===== src/rtl/citadel_bus_pkg.sv =====
// citadel_bus_pkg
// Shared definitions for the CPU/DMA bus arbiter and the SRAM/IO decode slave.
// It holds the arbiter state encoding, the bus widths, the default error read
// data returned on a watchdog timeout, and the address map constants.
package citadel_bus_pkg;

   localparam int ADDR_W = 32;
   localparam int DATA_W = 32;
   localparam int STRB_W = 4;

   // Width of the saturating timeout event counter.
   localparam int            TCNT_W   = 8;
   localparam logic [TCNT_W-1:0] TCNT_MAX = '1;

   localparam logic [DATA_W-1:0] ERR_RDATA_DEFAULT = 32'hDEAD_BEEF;

   // Address map shared with the decode slave.
   localparam logic [ADDR_W-1:0] SRAM_BASE  = 32'h0000_0000;
   localparam logic [ADDR_W-1:0] SRAM_LIMIT = 32'h0000_FFFF;
   localparam logic [ADDR_W-1:0] IO_BASE    = 32'h0100_0000;
   localparam logic [ADDR_W-1:0] IO_UART    = 32'h0100_0000;
   localparam logic [ADDR_W-1:0] IO_GPIO    = 32'h0100_0004;
   localparam logic [ADDR_W-1:0] IO_TIMER   = 32'h0100_0008;

   typedef enum logic [1:0] {
      IDLE = 2'd0,
      BUSY = 2'd1,
      DONE = 2'd2
   } state_t;

   // True when an address falls in the IO window (top byte 0x01).
   function automatic logic is_io(input logic [ADDR_W-1:0] addr);
      return (addr[ADDR_W-1:24] == IO_BASE[ADDR_W-1:24]);
   endfunction

endpackage


===== src/rtl/citadel_bus_if.sv =====
// citadel_bus_if
// One valid/ready native bus link. The requester drives valid, addr, wdata
// and wstrb (wstrb == 0 means read); the responder drives ready (single-cycle
// completion pulse) and rdata (valid while ready is high).
//   modport master : requester side
//   modport slave  : responder side
interface citadel_bus_if;
   import citadel_bus_pkg::*;

   logic              valid;
   logic [ADDR_W-1:0] addr;
   logic [DATA_W-1:0] wdata;
   logic [STRB_W-1:0] wstrb;
   logic              ready;
   logic [DATA_W-1:0] rdata;

   modport master (
      output valid, addr, wdata, wstrb,
      input  ready, rdata
   );

   modport slave (
      input  valid, addr, wdata, wstrb,
      output ready, rdata
   );

endinterface


===== src/rtl/citadel_bus_timer.sv =====
// citadel_bus_timer
// Bus watchdog. Counts enabled cycles since the last clear and flags expiry in
// the TIMEOUT_CYCLES-th enabled cycle (first enabled cycle after a clear is
// cycle 1). TIMEOUT_CYCLES = 0 disables expiry.
// Ports:
//   clk, rst : clock, asynchronous active-high reset
//   clr      : zero the count (held while the bus is not busy)
//   en       : count this cycle
//   expire   : combinational, high in the expiring cycle
module citadel_bus_timer #(
   parameter int TIMEOUT_CYCLES = 255
) (
   input  logic clk,
   input  logic rst,
   input  logic clr,
   input  logic en,
   output logic expire
);

   localparam int CNT_W = (TIMEOUT_CYCLES > 0) ? $clog2(TIMEOUT_CYCLES + 1) : 1;
   // Count value seen during the expiring cycle (count starts at 0 in cycle 1).
   localparam logic [CNT_W-1:0] LAST = (TIMEOUT_CYCLES > 0) ? CNT_W'(TIMEOUT_CYCLES - 1) : '0;
   localparam logic ENABLED = (TIMEOUT_CYCLES > 0);

   logic [CNT_W-1:0] cnt_q;

   assign expire = ENABLED && en && (cnt_q == LAST);

   always_ff @(posedge clk or posedge rst) begin
      if (rst) begin
         cnt_q <= '0;
      end else if (clr) begin
         cnt_q <= '0;
      end else if (en && !expire) begin
         cnt_q <= cnt_q + 1'b1;
      end
   end

endmodule


===== src/rtl/citadel_bus_arbiter.sv =====
// citadel_bus_arbiter
// Shares one valid/ready memory/IO bus between the CPU (m0) and a second
// requester such as a boot loader or DMA engine (m1), one transfer at a time.
// A transfer runs IDLE -> BUSY -> DONE; DONE drops s.valid for one cycle so the
// slave can clear its ready. Ties are broken toward the master not served
// last. A watchdog forces completion with ERR_RDATA if the slave hangs.
// Ports:
//   clk, rst    : clock, asynchronous active-high reset
//   m0, m1      : master links (arbiter is the responder)
//   s           : slave link (arbiter is the requester)
//   timeout_err : one-cycle pulse on a forced completion
//   timeout_cnt : saturating count of forced completions
module citadel_bus_arbiter
   import citadel_bus_pkg::*;
#(
   parameter int                TIMEOUT_CYCLES = 255,
   parameter logic [DATA_W-1:0] ERR_RDATA      = ERR_RDATA_DEFAULT
) (
   input  logic               clk,
   input  logic               rst,
   citadel_bus_if.slave       m0,
   citadel_bus_if.slave       m1,
   citadel_bus_if.master      s,
   output logic               timeout_err,
   output logic [TCNT_W-1:0]  timeout_cnt
);

   state_t            state_q, state_d;
   logic              grant_q, grant_d;            // 0 = m0, 1 = m1
   logic              last_grant_q, last_grant_d;
   logic [TCNT_W-1:0] tcnt_q, tcnt_d;

   logic              wd_expire;
   logic              xfer_done;
   logic [DATA_W-1:0] xfer_rdata;

   assign timeout_cnt = tcnt_q;

   // Watchdog is held clear outside BUSY, so it restarts on every BUSY entry.
   citadel_bus_timer #(
      .TIMEOUT_CYCLES (TIMEOUT_CYCLES)
   ) u_timer (
      .clk    (clk),
      .rst    (rst),
      .clr    (state_q != BUSY),
      .en     (state_q == BUSY),
      .expire (wd_expire)
   );

   always_ff @(posedge clk or posedge rst) begin
      if (rst) begin
         state_q      <= IDLE;
         grant_q      <= 1'b0;
         last_grant_q <= 1'b1;
         tcnt_q       <= '0;
      end else begin
         state_q      <= state_d;
         grant_q      <= grant_d;
         last_grant_q <= last_grant_d;
         tcnt_q       <= tcnt_d;
      end
   end

   always_comb begin
      state_d      = state_q;
      grant_d      = grant_q;
      last_grant_d = last_grant_q;
      tcnt_d       = tcnt_q;
      xfer_done    = 1'b0;
      xfer_rdata   = '0;
      timeout_err  = 1'b0;
      s.valid      = 1'b0;
      s.addr       = '0;
      s.wdata      = '0;
      s.wstrb      = '0;
      m0.ready     = 1'b0;
      m0.rdata     = '0;
      m1.ready     = 1'b0;
      m1.rdata     = '0;

      case (state_q)
         IDLE: begin
            if (m0.valid && m1.valid) begin
               grant_d = ~last_grant_q;
               state_d = BUSY;
            end else if (m0.valid) begin
               grant_d = 1'b0;
               state_d = BUSY;
            end else if (m1.valid) begin
               grant_d = 1'b1;
               state_d = BUSY;
            end
         end

         BUSY: begin
            s.valid = 1'b1;
            if (grant_q) begin
               s.addr  = m1.addr;
               s.wdata = m1.wdata;
               s.wstrb = m1.wstrb;
            end else begin
               s.addr  = m0.addr;
               s.wdata = m0.wdata;
               s.wstrb = m0.wstrb;
            end

            // A real slave response in the expiry cycle takes precedence.
            if (s.ready) begin
               xfer_done  = 1'b1;
               xfer_rdata = s.rdata;
            end else if (wd_expire) begin
               xfer_done   = 1'b1;
               xfer_rdata  = ERR_RDATA;
               timeout_err = 1'b1;
               if (tcnt_q != TCNT_MAX) begin
                  tcnt_d = tcnt_q + 1'b1;
               end
            end

            if (xfer_done) begin
               // Forced completions count as service for fairness too.
               last_grant_d = grant_q;
               state_d      = DONE;
            end

            m0.ready = xfer_done && !grant_q;
            m1.ready = xfer_done &&  grant_q;
            m0.rdata = (xfer_done && !grant_q) ? xfer_rdata : '0;
            m1.rdata = (xfer_done &&  grant_q) ? xfer_rdata : '0;
         end

         DONE: begin
            state_d = IDLE;
         end

         default: begin
            state_d = IDLE;
         end
      endcase
   end

endmodule


===== src/flat_wrapper.sv =====
// flat-port wrapper written by rule: the top's interface ports become plain ports
module citadel_bus_arbiter_flat import citadel_bus_pkg::*;
#(
   parameter int                TIMEOUT_CYCLES = 255,
   parameter logic [DATA_W-1:0] ERR_RDATA      = ERR_RDATA_DEFAULT
)
  (clk, rst, timeout_err, timeout_cnt, m0_valid, m0_addr, m0_wdata, m0_wstrb, m0_ready, m0_rdata, m1_valid, m1_addr, m1_wdata, m1_wstrb, m1_ready, m1_rdata, s_valid, s_addr, s_wdata, s_wstrb, s_ready, s_rdata);
  citadel_bus_if m0_i ();
  citadel_bus_if m1_i ();
  citadel_bus_if s_i ();
  input  logic clk;
  input  logic rst;
  output logic timeout_err;
  output logic [TCNT_W-1:0] timeout_cnt;
  input wire logic [$bits(m0_i.valid)-1:0] m0_valid;
  input wire logic [$bits(m0_i.addr)-1:0] m0_addr;
  input wire logic [$bits(m0_i.wdata)-1:0] m0_wdata;
  input wire logic [$bits(m0_i.wstrb)-1:0] m0_wstrb;
  output wire logic [$bits(m0_i.ready)-1:0] m0_ready;
  output wire logic [$bits(m0_i.rdata)-1:0] m0_rdata;
  input wire logic [$bits(m1_i.valid)-1:0] m1_valid;
  input wire logic [$bits(m1_i.addr)-1:0] m1_addr;
  input wire logic [$bits(m1_i.wdata)-1:0] m1_wdata;
  input wire logic [$bits(m1_i.wstrb)-1:0] m1_wstrb;
  output wire logic [$bits(m1_i.ready)-1:0] m1_ready;
  output wire logic [$bits(m1_i.rdata)-1:0] m1_rdata;
  output wire logic [$bits(s_i.valid)-1:0] s_valid;
  output wire logic [$bits(s_i.addr)-1:0] s_addr;
  output wire logic [$bits(s_i.wdata)-1:0] s_wdata;
  output wire logic [$bits(s_i.wstrb)-1:0] s_wstrb;
  input wire logic [$bits(s_i.ready)-1:0] s_ready;
  input wire logic [$bits(s_i.rdata)-1:0] s_rdata;
  assign m0_i.valid = m0_valid;
  assign m0_i.addr = m0_addr;
  assign m0_i.wdata = m0_wdata;
  assign m0_i.wstrb = m0_wstrb;
  assign m0_ready = m0_i.ready;
  assign m0_rdata = m0_i.rdata;
  assign m1_i.valid = m1_valid;
  assign m1_i.addr = m1_addr;
  assign m1_i.wdata = m1_wdata;
  assign m1_i.wstrb = m1_wstrb;
  assign m1_ready = m1_i.ready;
  assign m1_rdata = m1_i.rdata;
  assign s_valid = s_i.valid;
  assign s_addr = s_i.addr;
  assign s_wdata = s_i.wdata;
  assign s_wstrb = s_i.wstrb;
  assign s_i.ready = s_ready;
  assign s_i.rdata = s_rdata;
  citadel_bus_arbiter #(.TIMEOUT_CYCLES(TIMEOUT_CYCLES), .ERR_RDATA(ERR_RDATA)) u_core (.clk(clk), .rst(rst), .m0(m0_i), .m1(m1_i), .s(s_i), .timeout_err(timeout_err), .timeout_cnt(timeout_cnt));
endmodule

===== config.mk =====
export PLATFORM = sky130hd
export DESIGN_NAME = citadel_bus_arbiter_flat
export DESIGN_NICKNAME = d
export VERILOG_FILES = /design/src/rtl/citadel_bus_pkg.sv /design/src/rtl/citadel_bus_if.sv /design/src/rtl/citadel_bus_timer.sv /design/src/rtl/citadel_bus_arbiter.sv /design/src/flat_wrapper.sv
export SDC_FILE = /design/constraint.sdc
export NUM_CORES = 1
export LEC_CHECK = 0
export ABC_CLOCK_PERIOD_IN_PS = 5500
export BUFFER_PORTS_ARGS = -buffer_cell sky130_fd_sc_hd__clkbuf_2
export CAP_MARGIN = 10
export CORE_AREA = 3 3 123 125
export CTS_BUF_LIST = sky130_fd_sc_hd__clkbuf_4 sky130_fd_sc_hd__clkbuf_8
export CTS_CLUSTER_SIZE = 10
export DETAILED_ROUTE_END_ITERATION = 6
export DIE_AREA = 0 0 126 128
export SYNTH_ARGS = -nofsm -noshare
export SYNTH_HDL_FRONTEND = slang
export SYNTH_HIERARCHICAL = 1
export SYNTH_SLANG_ARGS = --single-unit

===== constraint.sdc =====
create_clock -name clk -period 5.5 [get_ports clk]
set_clock_uncertainty 0.1 [all_clocks]
set_input_delay 0.825 -clock clk [delete_from_list [all_inputs] [get_ports clk]]
set_output_delay 0.825 -clock clk [all_outputs]
set_load 0.1 [all_outputs]

Word-level counts from Yosys, hierarchy flattened. Cells that the tools add are included.

Add/subtract/negate cells: 2. Equality and inequality tests: 6. Multiplexer cells: 30. Bitwise logic cells: 2. Reduce and logical (&&, ||, !) cells: 14.

Operators by type and width (number): $mux 32 (10); $add 8x1->8 const B (2); $mux 8 (2); $mux 1 (11); $eq 8x8->1 const B (1); $mux 2 (4); $mux 4 (2); $ne 8x8->1 const B (1); $reduce_and 2->1 (3); $logic_and 1x1->1 (5); $ne 2x1->1 const B (2); $ne 4x3->1 const B (1); $pmux 2 s2 (1); $reduce_and 4->1 (1); $reduce_bool 3->1 (1); $eq 2x1->1 const B (1); $logic_not 1->1 (2); $logic_not 2->1 (1); $not 1->1 (2); $reduce_bool 2->1 (1).

Register bits after elaboration: 20. Input port bits: 173. Output and inout bits: 144. Logic and storage cells: 59.

Longest topological paths before layout. Gate-level depths: netlist of the first run.

Depth after elaboration: 8. Gate-level depth with buffers: 10. Mapped depth without buffers: 8.

Modules after synthesis. Netlist of the first run, hierarchy kept.

Modules (own cells, without submodules): citadel_bus_arbiter (instances 1, cells an instance 315, area an instance 2262.2 um^2, seq. area each 301.5 um^2); citadel_bus_timer (instances 1, cells an instance 50, area an instance 499.2 um^2, seq. area each 200.2 um^2).

Worst setup path after synthesis of the first run. OpenSTA, ideal clock, no wires.

Kind: flip-flop to output port. Start point: reg u_core.state_q[1]. End point: out m0_rdata[31]. Arrival time: 3628 ps. Data required time: 4575 ps. Slack: 947 ps. Stages on the path, launching flop included: 10. Path buffers: 3. Cells stage by stage: dfrtp_1 > nand2b_1 > buf_2 > clkbuf_1 > inv_1 > and3_1 > nor2_1 > or3_1 > buf_6 > nor2_1.

Cells in the longest elaborated chain, start to end: 8. Elaborated cells between the ends (all ways): 10. Classes of those cells: eq/ne: 1; mux: 7; reduce/logical: 2.

Ends and longest elaborated chain: start, declared (line citadel_bus_arbiter.sv:28) `state_t state_q, state_d;`; start signal, assigned (line citadel_bus_arbiter.sv:57) `state_q <= state_d;`; $eq 2x1->1 * (line citadel_bus_arbiter.sv:46) `.en (state_q == BUSY),`; $logic_and 1x1->1 * (line citadel_bus_timer.sv:27) `assign expire = ENABLED && en && (cnt_q == LAST);`; via u_core.wd_expire (line citadel_bus_arbiter.sv:33) `logic wd_expire;`; $mux 1 (line citadel_bus_arbiter.sv:111) `end else if (wd_expire) begin`; $mux 1 (line citadel_bus_arbiter.sv:108) `if (s.ready) begin`; $mux 1 (line citadel_bus_arbiter.sv:81) `case (state_q)`; $logic_and 1x1->1 (line citadel_bus_arbiter.sv:128) `m0.rdata = (xfer_done && !grant_q) ? xfer_rdata : '0;`; $mux 32 * (line citadel_bus_arbiter.sv:128); $mux 32 * (line citadel_bus_arbiter.sv:81); end, declared (line flat_wrapper.sv:20) `output wire logic [$bits(m0_i.rdata)-1:0] m0_rdata;`.

The timed path passes the listed nets; every way through them passes the cells marked *. The select of a mux whose other input is x is not followed.

Worst setup path in the final report of the first run.
Start point: reg u_core.u_timer.cnt_q[0]. End point: out m0_rdata[31].

Cells in the longest elaborated chain, start to end: 8. Elaborated cells between the ends (all ways): 10. Classes of those cells: eq/ne: 1; mux: 7; reduce/logical: 2.

Ends and longest elaborated chain: start, declared (line citadel_bus_timer.sv:25) `logic [CNT_W-1:0] cnt_q;`; start signal, assigned (line citadel_bus_timer.sv:35) `cnt_q <= cnt_q + 1'b1;`; $eq 8x8->1 * (line citadel_bus_timer.sv:27); $logic_and 1x1->1 * (line citadel_bus_timer.sv:27); via u_core.wd_expire (line citadel_bus_arbiter.sv:33); $mux 1 (line citadel_bus_arbiter.sv:111); $mux 1 (line citadel_bus_arbiter.sv:108); $mux 1 (line citadel_bus_arbiter.sv:81); $logic_and 1x1->1 (line citadel_bus_arbiter.sv:128); $mux 32 * (line citadel_bus_arbiter.sv:128); $mux 32 * (line citadel_bus_arbiter.sv:81).

Marks and branches as above.

==> results of run 1 <==
state kept, by name, indices dropped and copies added (netlist names):
signal,cells
u_core/grant_q,1
u_core/last_grant_q,1
u_core/state_q,2
u_core/timeout_cnt,8
u_core/u_timer/cnt_q,8
stage by stage:
| stage | cells | utilization | hold slack [ns] | setup WS [ns] |
|---|---|---|---|---|
| 2_1_floorplan | 365 | - | 0.331 | 0.947 |
| 3_3_place_gp | 836 | 0.316 | 0.374 | 1.37 |
| 3_5_place_dp | 836 | 0.316 | 0.363 | 1.36 |
| 4_1_cts | 840 | 0.320 | 0.386 | 1.19 |
| 5_1_grt | 840 | 0.320 | 0.414 | 1.01 |
| 6_report | 840 | 0.320 | 0.386 | 1.21 |
cells by family after synthesis:
kind of cell | synth area share
fa+ha+maj | 0.0136
xor+xnor | 0.0159
compound gates | 0.0517
buf+inv | 0.0752
flops | 0.182
simple gates | 0.392
mux | 0.270
critical path, cell delays in order, from the launching register on:
cell and delay, ns:
dfrtp_1 0.42, inv_1 0.09, ha_1 0.20, and4_2 0.33, and3_1 0.20, nor2_1 0.07, or3_2 0.81, buf_4 0.38
nor2_1 0.13, clkbuf_2 0.46
layout make-up:
type,instances,share of cell area
multi-input cells,309,0.459
well taps,180,0.0503
clock buffers,4,0.0123
inverters,8,0.00671
repair buffers,319,0.358
flip-flops and latches,20,0.113
metal layers:
layer  vias up  global-route usage
met5         -                   0
met4         2             0.00189
met3         2              0.0400
met2       169               0.217
met1      1505               0.143
li1       1793                   -
worst paths after layout:
check | from | cells after the start | slack [ns] | end
setup / recovery | u_core/u_timer/cnt_q[0] | 9 | 1.21 | m0_rdata[31]
hold / removal | u_core/state_q[1] | 1 | 0.39 | u_core/state_q[0]
setup reg to reg | u_core/u_timer/cnt_q[0] | 8 | 2.94 | u_core/last_grant_q
hold reg to reg | u_core/state_q[1] | 1 | 0.39 | u_core/state_q[0]
max in group asynchronous | rst | 2 | 4.47 | u_core/grant_q
min in group asynchronous | rst | 2 | 0.41 | u_core/u_timer/cnt_q[6]
placed cells by master (no fill, tap or decap), drive strengths merged, types with 2 or more instances in the layout:
cell type / Yosys / routed
nand2: 17 / 17
nand2b: 2 / 2
nor3: 3 / 3
a21oi: 6 / 6
mux2i: 68 / 68
nand4: 5 / 5
a21boi: 2 / 2
a311oi: 2 / 2
clkbuf: 10 / 320
buf: 18 / 3
xnor2: 4 / 4
a211oi: 4 / 4
and3: 4 / 4
ha: 3 / 3
nand3: 5 / 5
mux2: 5 / 5
dfrtp: 19 / 19
nor2: 145 / 145
nor2b: 25 / 25
inv: 8 / 8
==> run metrics, run 1 <==
status=finished, final reports clean; most common cell in the netlist=nor2_1; post_cts resized=0; synthesized area per cell=approximately 7.6 µm²; Nets=between 800 and 900; placed cell area=roughly 4400 µm²; Max Fclk=~230 MHz; Post-DRT Antenna Nets=0; htree depth=1; GP Congestion=0.767; Data arrival, critical path=3.36 ns; setup TNS=0 ns; num ports=between 300 and 400; row cnt=43; RSZ-0062 raised after global routing=false; # diodes=0; biggest area consumer among synthesized cells=mux2i_1; Fillers=1511; Net Count, Synth=541; TritonCTS Sinks=20; Synth async-reset ratio=1.00; met2 WL post-DR=roughly 5400 µm; max_cap viols=0; main flop type after synthesis=dfrtp_1; Seq/Total Area, Yosys=0.182; share of layout cells above drive strength 1=0.555; worst min path class=register to register; EDFF count, synth=0; CTS Hold Bufs=0; first-pass GRT wire length=about 16000 µm; number of global-route vias before repair=3306; clock slew seen by the registers of the worst setup and hold paths=0.07 ns; endpoints failing setup=0; number of port buffers=316; initial drt markers=137; startpoint types=register; Slew Limit Headroom=0.250; die span in y=128 µm; GRT overflow=0; initial core utilization=0.197; metal3 WL=1080 µm; most frequent cells after synthesis=nor2_1 (115), mux2i_1 (68), nor2b_1 (25), nor2_4 (20), dfrtp_1 (19); number of distinct library cells after synthesis=38; M1 WL=4270 µm; synthesized flop and latch total=20; register area=505 µm²; Clock Tree Root=clkbuf_8; TritonCTS clock tree=yes; final hold violation count=0; yosys warns=6; Final Cycle Share=0.779; multi-input logic area=2060 µm²; critical-path maximum fanout=19; Setup CP Type=register to output port; Synth Instances=between 300 and 400; critical path data required time=4.58 ns; per-cell routed wire length=12.8 µm; vias per inst=a little over 4; Worst-Skew Late Latency=about 0.25 ns; Top Metal Used=met5; largest net degree at the start of global routing=81; CP endpoint kind=output port; vias=approximately 3500; DPL Wire Length=between 9000 and 10000 µm; width of the die=126 µm; Synth top area share=0.246; core box area=14000 µm²; Slew @ Worst Pin=between 1 and 1.5 ns; initial antenna violation count=1; Synth Cell Area=2760 µm²; max-slew violation count=0; area delta synth->final=62.1%; top cells by area, synth=mux2i_1 (25%), dfrtp_1 (17%), nor2_1 (16%); post-layout min period=between 4 and 5 ns; Post-route DRC=0; Die ar.=16100 µm²; CTS Buf Count=3; Clock Tree Buf Depth=2; first-pass detailed-route iteration total=4; Routed WL=~11000 µm; Post-CTS Setup Repair Bufs=0; Final Cell Area=4480 µm²; total track usage=0.118
Power of run 1 is left out: the tool's default activity adds up to more than one toggle a clock period on the data nets, which glitch-free logic cannot reach.
==> run 2: changes to the inputs <==
- ABC_CLOCK_PERIOD_IN_PS: 5500 -> 4090
- CORE_AREA: 3 3 123 125 -> 3 3 120 122
- DIE_AREA: 0 0 126 128 -> 0 0 123 125
- clock period: 5.5 -> 4.09 ns (I/O delays scaled with it)
==> run metrics, run 2 (same netlist as run 1, synthesis figures left out) <==
Max Fclk=274 MHz; TritonCTS Sinks=20; initial drt markers=142; flop2flop setup slack=1.68 ns; critical-path maximum fanout=30; endpoints failing setup=0; number of global-route vias before repair=3276; CTS Buf Count=3; CP cell instances=inv_1 > ha_1 > and4_2 > and3_1 > nor2_1 > or3_2 > buf_12 > nor2_2 > clkbuf_2; Setup CP Type=register to output port; GRT overflow=0; Nets=839; Routed WL=12300 µm; vias=around 3600; max-slew violation count=0; area delta synth->final=64.2%; dpl cells=834; WP depth=9; Post-route DRC=0; first-pass GRT wire length=17600 µm; share of layout cells above drive strength 1=0.559; placed cell area=4460 µm²; vias per inst=4.26; clock slew seen by the registers of the worst setup and hold paths=0.07 ns; Clock Tree Buf Depth=2; initial core utilization=0.208; critical path data required time=about 3.4 ns; Worst R2R Start=u_core/u_timer/cnt_q[0]; per-cell routed wire length=around 15 µm; Post-DRT Antenna Nets=0; Die ar.=15400 µm²; post-layout min period=roughly 3.6 ns; Final Cycle Share=0.891; DPL Wire Length=10500 µm; startpoint types=register; slowest stage delay, CP=0.55 ns; number of port buffers=316; num ports=317; Util after Layout=0.341; die span in y=125 µm; Finished Layout Cells=between 800 and 900; TritonCTS clock tree=yes; worst min path class=input pin to asynchronous set/reset pin; core box area=13300 µm²; max_cap viols=0; Post-CTS Setup Repair Bufs=0; Slew Limit Headroom=0.455; Slowest-stage cell, CP=or3_2; Worst Reg-to-Reg Cells=9; CP endpoint kind=output port; most frequent cells in the layout=clkbuf_2 (315), nor2_1 (113), mux2i_1 (68); Clock Tree Root=clkbuf_8; Final Cell Area=4530 µm²; Slew @ Worst Pin=just over 0.8 ns; Worst R2R End=u_core/last_grant_q; status=finished, final reports clean; largest net degree at the start of global routing=80; htree depth=1; first-pass detailed-route iteration total=4; Worst-Skew Late Latency=0.26 ns; row cnt=42; initial antenna violation count=2; CTS Hold Bufs=0; final hold violation count=0; commonest non-fill, non-tap cell in the layout=clkbuf_2; GP Congestion=0.868; RSZ-0062 raised after global routing=false; total track usage=0.144; critical path's top delay family=simple AND/OR/NAND/NOR gates; # diodes=0; Hold Slack=a little under 0.2 ns; width of the die=123 µm; post_cts resized=0; Buffers & Inverters on Critical Path=3; Data arrival, critical path=2.93 ns
-- run 2: area by class of cell --
class                           count  area (µm²)
Inverter                            8        30.0
Sequential cell                    20         505
Clock inverter                      1        30.0
Clock buffer                        3        41.3
Timing Repair Buffer              321        1650
Fill cell                        1415        8760
Tap cell                          176         220
Multi-Input combinational cell    309        2060
-- run 2: layer usage --
metal,global-route usage,part of all wire
met1,0.164,0.37
met2,0.251,0.48
met3,0.0637,0.14
met4,0.0215,0.011
met5,0,0.0030
-- run 2: stage by stage --
stage / TNS (ns) / setup WS, ns
2_1_floorplan: -7.18 / -0.241
3_3_place_gp: 0 / 0.783
3_5_place_dp: 0 / 0.743
4_1_cts: 0 / 0.444
5_1_grt: 0 / 0.320
6_report: 0 / 0.446
-- run 2: how the worst max path moves through the flow --
stage	endpoint	slack, ns	from
2_1_floorplan	m1_rdata[10]	-0.24	u_core/state_q[1]
3_3_place_gp	m0_rdata[31]	0.78	u_core/u_timer/cnt_q[0]
3_5_place_dp	m0_rdata[31]	0.74	u_core/u_timer/cnt_q[0]
4_1_cts	m0_rdata[31]	0.44	u_core/u_timer/cnt_q[0]
5_1_grt	m0_rdata[31]	0.32	u_core/u_timer/cnt_q[0]
6_report	m0_rdata[30]	0.45	u_core/u_timer/cnt_q[0]
-- run 2: worst reg2reg max path: stages, from the launching register on --
cell	delay, ns
dfrtp_1	0.42
inv_1	0.09
ha_1	0.20
and4_2	0.32
and3_1	0.19
nor2_1	0.06
or3_2	0.55
buf_12	0.26
inv_1	0.11
nor2_1	0.06
Power of run 2 is left out for the same reason.
